$ cat src/rtl/v2f_div_pkg.sv
// Shared types and constants for the sequential unsigned 32/32 divider.
// The iteration-count helper keeps the top and its users in agreement on cycle counts.
package v2f_div_pkg;

    typedef enum logic [1:0] {
        IDLE = 2'd0,
        RUN  = 2'd1,
        DONE = 2'd2
    } div_state_t;

    // Adding this bias maps unsigned order onto signed order.
    localparam logic [31:0] BIAS = 32'h8000_0000;

    function automatic int iter_count(input int steps);
        return 32 / steps;
    endfunction

endpackage

$ cat src/rtl/v2f_udiv_step.sv
// One combinational restoring-division step. The full partial remainder is {carry, p},
// so the bit shifted out of the 32-bit remainder is never lost.
module v2f_udiv_step
    import v2f_div_pkg::*;
(
    input  logic [30:0] p,
    input  logic        carry,
    input  logic [31:0] qs,
    input  logic [31:0] b,
    output logic [30:0] p_nxt,
    output logic        carry_nxt,
    output logic [31:0] qs_nxt
);

    logic [31:0] p_sh;
    logic [31:0] p_new;
    logic        take;

    always_comb begin
        p_sh  = {p, qs[31]};
        // A set carry means the shifted remainder is at least 2^32, which always exceeds b.
        take  = carry | ($signed(p_sh + BIAS) >= $signed(b + BIAS));
        p_new = take ? (p_sh - b) : p_sh;
        p_nxt     = p_new[30:0];
        carry_nxt = p_new[31];
        qs_nxt    = {qs[30:0], take};
    end

endmodule

$ cat src/rtl/v2f_seq_udiv32.sv
// Multi-cycle unsigned 32/32 divider: 32/STEPS_PER_CYCLE+1 clocks per result, 1 clock on B==0.
// Single operation in flight; the result is held until OUT_READY, and operands are ignored while busy.
module v2f_seq_udiv32
    import v2f_div_pkg::*;
#(
    parameter int          STEPS_PER_CYCLE = 1,
    parameter logic [31:0] ZERO_Q          = 32'hFFFF_FFFF
) (
    input  logic        CLK,
    input  logic        ARST,
    input  logic        IN_VALID,
    output logic        IN_READY,
    input  logic [31:0] A,
    input  logic [31:0] B,
    output logic        OUT_VALID,
    input  logic        OUT_READY,
    output logic [31:0] Q,
    output logic [31:0] R,
    output logic        DIV_ZERO,
    output logic        BUSY
);

    localparam int ITER = iter_count(STEPS_PER_CYCLE);

    if (STEPS_PER_CYCLE != 1 && STEPS_PER_CYCLE != 2 &&
        STEPS_PER_CYCLE != 4 && STEPS_PER_CYCLE != 8) begin : g_bad_steps
        $error("v2f_seq_udiv32: STEPS_PER_CYCLE must be 1, 2, 4 or 8");
    end

    div_state_t  state, state_nxt;
    logic [31:0] b_r;
    logic [30:0] p_r;
    logic        carry_r;
    logic [31:0] qs_r;
    logic [5:0]  cnt_r;
    logic [31:0] q_r;
    logic [31:0] r_r;
    logic        dz_r;

    logic [30:0] p_ch     [STEPS_PER_CYCLE+1];
    logic        carry_ch [STEPS_PER_CYCLE+1];
    logic [31:0] qs_ch    [STEPS_PER_CYCLE+1];

    assign p_ch[0]     = p_r;
    assign carry_ch[0] = carry_r;
    assign qs_ch[0]    = qs_r;

    for (genvar i = 0; i < STEPS_PER_CYCLE; i++) begin : g_step
        v2f_udiv_step u_step (
            .p         (p_ch[i]),
            .carry     (carry_ch[i]),
            .qs        (qs_ch[i]),
            .b         (b_r),
            .p_nxt     (p_ch[i+1]),
            .carry_nxt (carry_ch[i+1]),
            .qs_nxt    (qs_ch[i+1])
        );
    end

    always_ff @(posedge CLK or posedge ARST) begin
        if (ARST) state <= IDLE;
        else      state <= state_nxt;
    end

    always_comb begin
        state_nxt = state;
        case (state)
            IDLE:    if (IN_VALID) state_nxt = (B == 32'd0) ? DONE : RUN;
            RUN:     if (cnt_r == 6'd1) state_nxt = DONE;
            DONE:    if (OUT_READY) state_nxt = IDLE;
            default: state_nxt = IDLE;
        endcase
    end

    always_ff @(posedge CLK or posedge ARST) begin
        if (ARST) begin
            b_r     <= '0;
            p_r     <= '0;
            carry_r <= 1'b0;
            qs_r    <= '0;
            cnt_r   <= '0;
            q_r     <= '0;
            r_r     <= '0;
            dz_r    <= 1'b0;
        end else begin
            case (state)
                IDLE: begin
                    if (IN_VALID) begin
                        if (B == 32'd0) begin
                            q_r  <= ZERO_Q;
                            r_r  <= A;
                            dz_r <= 1'b1;
                        end else begin
                            b_r     <= B;
                            qs_r    <= A;
                            p_r     <= '0;
                            carry_r <= 1'b0;
                            cnt_r   <= 6'(ITER);
                            dz_r    <= 1'b0;
                        end
                    end
                end
                RUN: begin
                    p_r     <= p_ch[STEPS_PER_CYCLE];
                    carry_r <= carry_ch[STEPS_PER_CYCLE];
                    qs_r    <= qs_ch[STEPS_PER_CYCLE];
                    cnt_r   <= cnt_r - 6'd1;
                    if (cnt_r == 6'd1) begin
                        q_r <= qs_ch[STEPS_PER_CYCLE];
                        r_r <= {carry_ch[STEPS_PER_CYCLE], p_ch[STEPS_PER_CYCLE]};
                    end
                end
                default: ;
            endcase
        end
    end

    assign IN_READY  = (state == IDLE);
    assign BUSY      = (state != IDLE);
    assign OUT_VALID = (state == DONE);
    assign Q         = q_r;
    assign R         = r_r;
    assign DIV_ZERO  = dz_r;

endmodule

$ cat config.mk
export PLATFORM = sky130hd
export DESIGN_NAME = v2f_seq_udiv32
export DESIGN_NICKNAME = d
export VERILOG_FILES = /design/src/rtl/v2f_div_pkg.sv /design/src/rtl/v2f_udiv_step.sv /design/src/rtl/v2f_seq_udiv32.sv
export SDC_FILE = /design/constraint.sdc
export NUM_CORES = 1
export LEC_CHECK = 0
export ABC_AREA = 1
export CORE_MARGIN = 2
export CORE_UTILIZATION = 52
export CTS_BUF_LIST = sky130_fd_sc_hd__clkbuf_4 sky130_fd_sc_hd__clkbuf_8
export DETAILED_ROUTE_END_ITERATION = 8
export GPL_ROUTABILITY_DRIVEN = 0
export GPL_TIMING_DRIVEN = 0
export PLACE_DENSITY = 0.79
export SYNTH_ARGS = -nofsm -noshare
export SYNTH_HDL_FRONTEND = slang
export SYNTH_SLANG_ARGS = --single-unit
export TNS_END_PERCENT = 20
$ cat constraint.sdc
create_clock -name CLK -period 5.7 [get_ports CLK]
set_input_delay 0.855 -clock CLK [delete_from_list [all_inputs] [get_ports CLK]]
set_output_delay 0.855 -clock CLK [all_outputs]
set_load 0.03 [all_outputs]
After elaboration in Yosys (flattened, before gate mapping)
Index checks and enable logic that the tools add are counted.
Storage, ports and cells
  register bits: 169
  input port bits: 68
  output and inout bits: 68
  word-level logic and storage cells: 60
Operators by class
  $add $sub $neg: 4
  $lt $le $gt $ge: 1
  eq/ne operators: 8
  muxes and demuxes: 27
  bitwise gates (word level): 2
  reduce and logical (&&, ||, !) cells: 9
Operator list (count)
  $mux 32: 9
  $pmux 32 s2: 3
  $add 32x32->32 const B: 2
  $mux 31: 2
  $pmux 31 s2: 1
  $ge 32x32->1: 1
  $logic_not 32->1: 1
  $sub 32x32->32: 1
  $mux 6: 2
  $pmux 6 s2: 1
  $reduce_and 3->1: 3
  $mux 2: 4
  $eq 6x1->1 const B: 1
  $ne 2x2->1 const B: 3
  $pmux 2 s3: 1
  $sub 6x1->6 const B: 1
  $ne 2x1->1 const B: 2
  $reduce_and 4->1: 1
  $reduce_bool 2->1: 2
  $mux 1: 3
  $eq 2x1->1 const B: 1
  $eq 2x2->1 const B: 1
  $logic_not 2->1: 1
  $pmux 1 s2: 1
  3 further kinds: 3

Longest topological paths before layout
Gate-level depths: netlist of the first run.
  depth in word-level cells: 6
  gate-level depth with buffers: 19
  gate-level depth less buffers: 18

Cells and area by module
From an unflattened synthesis of the first run, not the netlist that was laid out.
Second synthesis, totals
  cells, all modules: 1611
  area total of the unflattened synthesis: 10914.2 um2
Modules (own cells, without submodules)
  v2f_seq_udiv32: instances 1, cells each 966, area each 7711.1 um2, sequential area each 4229.1 um2
  v2f_udiv_step: instances 1, cells each 645, area each 3203.1 um2, sequential area each 0.0 um2

Least setup slack after synthesis of the first run
OpenSTA, ideal clock, no wires.
  kind: flip-flop to flip-flop
  from: register state[1]
  to: register r_r[0], in the netlist R[0]
  library setup time: 0.113 ns
  arrival: 2.207 ns
  required time: 5.587 ns
  slack: 3.380 ns
  stages on the path, launching flop included: 11
  buffers on the path: 1
  period minus slack after synthesis: 2.320 ns
  cell sequence: dfrtp_1 > nor2_1 > inv_1 > o21ai_0 > nor2_1 > nand2_1 > inv_2 > buf_4 > or2_2 > nand2_1 > inv_1
On the way
  longest elaborated chain between the ends: 3
  elaborated cells between the ends (all ways): 8
  those cells by class: 4 x eq/ne; 1 x mux; 3 x reduce/logical
Ends and longest elaborated chain
  start, declared: line v2f_seq_udiv32.sv:30  | div_state_t state, state_nxt;
  start signal, assigned: line v2f_seq_udiv32.sv:62  | else state <= state_nxt;
  $logic_not 2->1 *
  net IN_READY: line v2f_seq_udiv32.sv:12  | output logic IN_READY,
  $ne 2x1->1 (no source line), or another cell as far along
  $reduce_and 4->1 (no source line)
  end signal, assigned: line v2f_seq_udiv32.sv:110  | r_r <= {carry_ch[STEPS_PER_CYCLE], p_ch[STEPS_PER_CYCLE]};
  end, declared: line v2f_seq_udiv32.sv:37  | logic [31:0] r_r;
The timed path passes the listed nets; every way through them passes the cells marked *.
A chain may end at the register's enable or synchronous reset.

Worst setup path in the final report of the first run
  from: input B[31]
  to: register q_r[5], in the netlist Q[5]
On the way
  longest elaborated chain between the ends: 3
Ends and longest elaborated chain
  start, declared: line v2f_seq_udiv32.sv:14  | input logic [31:0] B,
  $logic_not 32->1: line v2f_seq_udiv32.sv:89  | if (B == 32'd0) begin
  $ne 2x1->1 (no source line)
  $reduce_and 4->1 (no source line)
  end signal, assigned: line v2f_seq_udiv32.sv:109  | q_r <= qs_ch[STEPS_PER_CYCLE];
  end, declared: line v2f_seq_udiv32.sv:36  | logic [31:0] q_r;
No other way between the ends.

==> impl_metrics.yaml, run 1 <==
synthesis:
  synth-edff-count: 0
  synthesis.nets: 1524
  postSynthCellCount: 1421
  async_flop_share_pct: 100.0
  yosysSeqAreaShare_pct: 41.33
  syn_area_um2: 10230
  synth-main-ff-cell: "dfrtp_1"
  ys_seq_elements: 169
  yosysWarnings: 0
  avgSynthCellArea_um2: 7.202
  synth_cell_types: 39
global_route:
  grt_max_degree: 105
  grt_overflow: 0
  grt_usage_pct: 29.11
  antenna_found_initial: 0
  first_global_vias: 9534
  grt_first_pass_wirelength_um: 46780
place:
  place_ws_ns: 1.998
  port_buffers: 135
  place_area_um2: 11950
  dpl.hpwl_um: 22940
floorplan:
  die_area_um2: 20820
  ios: 136
  core_um2: 19400
  rows: 51
  initial_core_util_pct: 52.75
  chipHeight_um: 144.3
  die_w_um: 144.3
worst_setup_path:
  cp_max_fo: 10
  crit_path_end_kind: "register"
  reg2regPathDepth: 18
  rr_startpoint: "qs_r[31]$_DFFE_PP0P_"
  setup.worst_path.class: "in2reg"
  crit_start: "B[31]"
  reg2reg_slack_ns: 2.88
  cp.arrival_ns: 3.48
  critPathRequiredTime_ns: 6.05
  startpoint_type: "primary input"
timing:
  period_share_pct: 55.02
  rsz0062_at_grt: "false"
  clock-skew-final_ns: 0.01691
  hold_viol: 0
  tns_ns: 0
  drv_slew: 0
  finalWorstSetupSlack_ns: 2.564
  setup_viol: 0
  fmax_mhz: 318.9
  worstMarginPinSlew_ns: 0.9620
  max_slew_margin_pct: 35.63
  final.min_clock_period_ns: 3.136
final_layout:
  seq_area_um2: 4229
  drive_above_1_share_pct: 7.804
  fin_area_um2: 12380
  antenna-diode-count: 0
  final_common_cell: "nand2_1"
  syn2layout_area_growth_pct: 20.96
  nNetsFinal: 1679
  multiInputGateArea_um2: 4853
  most-common-layout-cells: "356 x nand2_1, 231 x inv_1, 169 x dfrtp_1, 161 x nand3_1, 135 x clkdlybuf4s50_1"
  n_fill_cell: 1768
drt:
  drt_wl_total_um: 29500
  drc_errors: 0
  drtPass1Iterations: 5
  final_antenna_net_count: 0
  drt-wirelength-per-cell_um: 15.91
  drt_iter0_drc: 833
  vias: 9921
  viasPerCell: 5.351
power_and_ir_drop:
  pwr-share-seq_pct: 24.4
  vdd_drop_max_uv: 323.3
  pwr-share-clk_pct: 10.8
  switching_share_pct: 52.92
  p_per_area_nw_per_um2: 685.5
  combPwrFrac_pct: 64.8
  p_leak_nw: 6.373
  p_sw_w: 0.004491
  p_int_w: 0.003995
clock_tree:
  h-tree-depth: 4
  hold_buffers: 0
  numCtsBuffers: 17
  cts-root-buf: "clkbuf_8"
  cts_tree: "yes"
  clock_latency_ns: 0.49
  post_cts_buffers: 0
  cts_resized: 0
  cts_num_sinks: 169
  cts_buffer_depth: 2
  path_clk_slew_ns: 0.10
hold_path:
  min_path_type: "reg2reg"
  min_from: "b_r[0]$_DFFE_PP0P_"
  min_path_cells: 2
job:
  max_cap_viol_count: 0
outcome:
  outcome: "complete, no violations"
-- sequential cells by signal (all words and copies together) (netlist names) --
register / flops
qs_r: 32
cnt_r: 6
Q: 32
DIV_ZERO: 1
p_r: 31
carry_r: 1
R: 32
b_r: 32
state: 2
-- metal layers --
metal	part of all wire, %	vias to the layer above	global-route usage [%]
li1	-	4792	-
met1	43	4670	39.64
met2	46	393	47.12
met3	7.2	66	3.974
met4	3.5	0	11.80
met5	0	-	0
-- final cells by class --
cell class,count,area share (%)
Clock inverter,14,1.445
Clock buffer,18,2.001
Multi-Input combinational cell,959,39.21
Buffer,56,2.113
Sequential cell,169,34.17
Timing Repair Buffer,136,11.14
Inverter,237,7.248
Tap cell,265,2.679
-- Yosys cell counts (2+ instances only) --
master	instances	area share, %
buf_1	2	0.073
a21o_1	3	0.22
nor2_2	3	0.18
buf_2	11	0.54
ha_1	34	4.2
clkbuf_1	37	1.4
or2_0	2	0.12
o21ai_1	2	0.098
dfrtp_1	169	41
nor2_4	2	0.22
xor2_1	15	1.3
o21bai_1	2	0.15
buf_4	2	0.15
or2_1	8	0.49
xnor2_1	4	0.34
nand3_1	161	7.9
nor4_1	7	0.43
or2_2	24	1.5
inv_1	232	8.5
nand3_2	31	3.0
nand2_2	7	0.43
a31oi_1	33	2.0
nand2_1	356	13
buf_6	4	0.44
nor2_1	121	4.4
inv_2	4	0.15
o21ai_0	101	4.9
nor3_1	7	0.34
a21oi_1	26	1.3
nand4_1	2	0.12
-- worst paths after layout --
kind	endpoint
worst max-delay path	Q[5]$_DFFE_PP0P_
worst min-delay path	b_r[0]$_DFFE_PP0P_
worst max register to register	R[30]$_DFFE_PP0P_
worst min register to register	b_r[0]$_DFFE_PP0P_
max in group asynchronous	p_r[29]$_DFFE_PP0P_
min in group asynchronous	Q[6]$_DFFE_PP0P_
-- critical path, cell delays in order --
cell	delay (ns)
clkdlybuf4s50_1	0.48
nor4_1	0.47
nand4_1	0.39
o21ai_1	0.29
nand2_1	0.20
inv_2	0.19
buf_4	0.22
buf_2	0.25
a31oi_1	0.13
-- stage by stage --
stage                     hold slack (ns)  utilization, %  cells  total power (W)
after detailed placement           0.4819           61.61   1822         0.007453
after global placement             0.4645           61.43   1821         0.007333
after global routing               0.5389           63.81   1854         0.009162
final                              0.4964           63.81   1854         0.008486
after floorplan                    0.4483               -   1421         0.005837
after CTS                          0.5022           63.81   1854         0.008409
-- logic make-up (layout without fill, tap and decap cells) --
family / count (synthesis) / count (layout) / synth area share, %
AO/OA/AOI/OAI: 173 / 173 / 9.182
XOR/XNOR: 19 / 19 / 1.626
flip-flops: 169 / 169 / 41.33
adder cells (fa/ha/maj): 35 / 35 / 4.353
buffers and inverters: 293 / 461 / 11.25
AND/OR/NAND/NOR: 732 / 732 / 32.27
-- power groups by stage --
stage / combinational (W) / clock, W / sequential [W]
CTS: 0.00543 / 0.000919 / 0.00206
detailed placement: 0.00537 / 0 / 0.00208
floorplan: 0.00347 / 0 / 0.00237
global placement: 0.00526 / 0 / 0.00207
finish: 0.00550 / 0.000914 / 0.00207
global route: 0.00609 / 0.000964 / 0.00211
(Power assumes the default switching activity.)
==> inputs of run 2 (changes only) <==
==> constraint.sdc (replaced) <==
create_clock -name CLK -period 2.7 [get_ports CLK]
set_input_delay 0.405 -clock CLK [delete_from_list [all_inputs] [get_ports CLK]]
set_output_delay 0.405 -clock CLK [all_outputs]
set_load 0.03 [all_outputs]
==> impl_metrics.yaml, run 2 (same netlist as run 1, synthesis figures left out) <==
outcome:
  outcome: "complete, no violations"
final_layout:
  syn2layout_area_growth_pct: 22.04
  final_cell_count_no_fill: 1863
  antenna-diode-count: 0
  drive_above_1_share_pct: 8.636
  final_common_cell: "nand2_1"
  nNetsFinal: 1688
  most-common-layout-cells: "356 x nand2_1, 230 x inv_1, 169 x dfrtp_1, 161 x nand3_1, 135 x clkdlybuf4s50_1"
  n_fill_cell: 1744
clock_tree:
  numCtsBuffers: 17
  clock_latency_ns: 0.49
  hold_buffers: 0
  path_clk_slew_ns: 0.11
  cts_buffer_depth: 2
  cts_tree: "yes"
  cts-root-buf: "clkbuf_8"
  h-tree-depth: 4
  cts_num_sinks: 169
timing:
  final.min_clock_period_ns: 2.622
  fmax_mhz: 381.4
  period_share_pct: 97.12
  holdWs_ns: 0.4071
  max_slew_margin_pct: 43.24
  tns_ns: 0
  drv_slew: 0
  setup_viol: 0
  rsz0062_at_grt: "true"
  clock-skew-final_ns: 0.01501
  hold_viol: 0
  worstMarginPinSlew_ns: 0.8496
  finalWorstSetupSlack_ns: 0.07776
worst_setup_path:
  startpoint_type: "register"
  r2r-end: "R[14]$_DFFE_PP0P_"
  reg2reg_slack_ns: 0.08
  cp_max_fo: 10
  cp.arrival_ns: 3.00
  reg2regPathDepth: 19
  setup.worst_path.class: "reg2reg"
  critPathRequiredTime_ns: 3.08
  crit_path_end_kind: "register"
  rr_startpoint: "qs_r[31]$_DFFE_PP0P_"
global_route:
  grt_max_degree: 42
  grt_overflow: 0
  grt_first_pass_wirelength_um: 46680
  first_global_vias: 9381
  grt_usage_pct: 28.90
  antenna_found_initial: 0
hold_path:
  min_path_type: "in2async"
drt:
  vias: 9917
  drt_wl_total_um: 29490
  drt-wirelength-per-cell_um: 15.83
  final_antenna_net_count: 0
  viasPerCell: 5.323
  drtPass1Iterations: 5
  drc_errors: 0
  drt_iter0_drc: 874
power_and_ir_drop:
  p_leak_nw: 6.407
  p_per_area_nw_per_um2: 1441
  finalPower_w: 0.01799
  vdd_drop_max_uv: 603.5
place:
  port_buffers: 135
  dpl.hpwl_um: 23170
  place_ws_ns: -0.5945
  placed_cells: 1825
floorplan:
  chipHeight_um: 144.3
  initial_core_util_pct: 52.75
  die_area_um2: 20820
  core_um2: 19400
  die_w_um: 144.3
  ios: 136
  rows: 51
job:
  max_cap_viol_count: 0
-- run 2: changes by cell type in the layout (fill, tap and decap cells not counted), sizes merged --
cell      change
clkinv        -2
clkinvlp      +3
buf           +9
bufinv        -1
-- run 2: critical path, stage by stage (launching register included) --
cell and delay (ns):
dfrtp_1 0.41, inv_2 0.10, ha_1 0.14, inv_1 0.07, fa_2 0.37, nand2_1 0.11
nand2_2 0.08, nand3_1 0.10, nand2_2 0.09, nand2_1 0.08, nand2_2 0.07, nand2_2 0.09
nand2_1 0.06, nand2_1 0.11, nand3_4 0.11, buf_4 0.20, nand3_1 0.13, nand3_1 0.09
nand2_1 0.06, inv_1 0.04
-- run 2: area by class of cell --
| type | count | area [um2] | area share [%] |
|---|---|---|---|
| multi-input combinational | 959 | 4886 | 39.12 |
| sequential | 169 | 4229 | 33.86 |
| timing repair buffer | 145 | 1476 | 11.82 |
| inverter | 237 | 893.4 | 7.153 |
| tap | 265 | 331.6 | 2.655 |
| buffer | 56 | 276.5 | 2.214 |
| clock buffer | 18 | 241.5 | 1.933 |
| clock inverter | 14 | 155.1 | 1.242 |
-- run 2: power by group --
group          internal (W)  leakage [nW]  switching (W)  total (W)
clock              0.000706         0.195        0.00113    0.00183
sequential          0.00368          2.00       0.000699    0.00438
combinational       0.00408          4.21        0.00771     0.0118
total               0.00846          6.41        0.00953     0.0180
-- run 2: layer usage --
layer	GRT usage, %	up-vias	share of wire, %
met5	0	-	0
met3	3.245	66	7.2
li1	-	4825	-
met1	39.87	4597	43
met4	10.53	0	3.1
met2	47.32	429	47
-- run 2: worst max path at each step --
stage | from | end | cells past startpoint
detailed placement | B[31] | qs_r[4]$_DFFE_PP0P_ | 8
CTS | qs_r[31]$_DFFE_PP0P_ | R[30]$_DFFE_PP0P_ | 19
global route | qs_r[31]$_DFFE_PP0P_ | R[30]$_DFFE_PP0P_ | 19
finish | qs_r[31]$_DFFE_PP0P_ | R[14]$_DFFE_PP0P_ | 19
floorplan | ARST | DIV_ZERO$_DFFE_PP0P_ | 1
global placement | ARST | b_r[28]$_DFFE_PP0P_ | 2
-- run 2: per-stage QoR --
stage                     instance area, um2  utilization [%]
final                                  12490            64.38
after global routing                   12490            64.38
after CTS                              12410            63.98
after detailed placement               12000            61.86
after global placement                 11920            61.45
after floorplan                        10240                -
-- run 2: timing repair --
action | 4_1_cts | 5_1_grt
pin swaps | 0 | 3
gates resized for setup | 4 | 10
setup endpoints to repair | 67 | 94
buffers inserted | 0 | 6
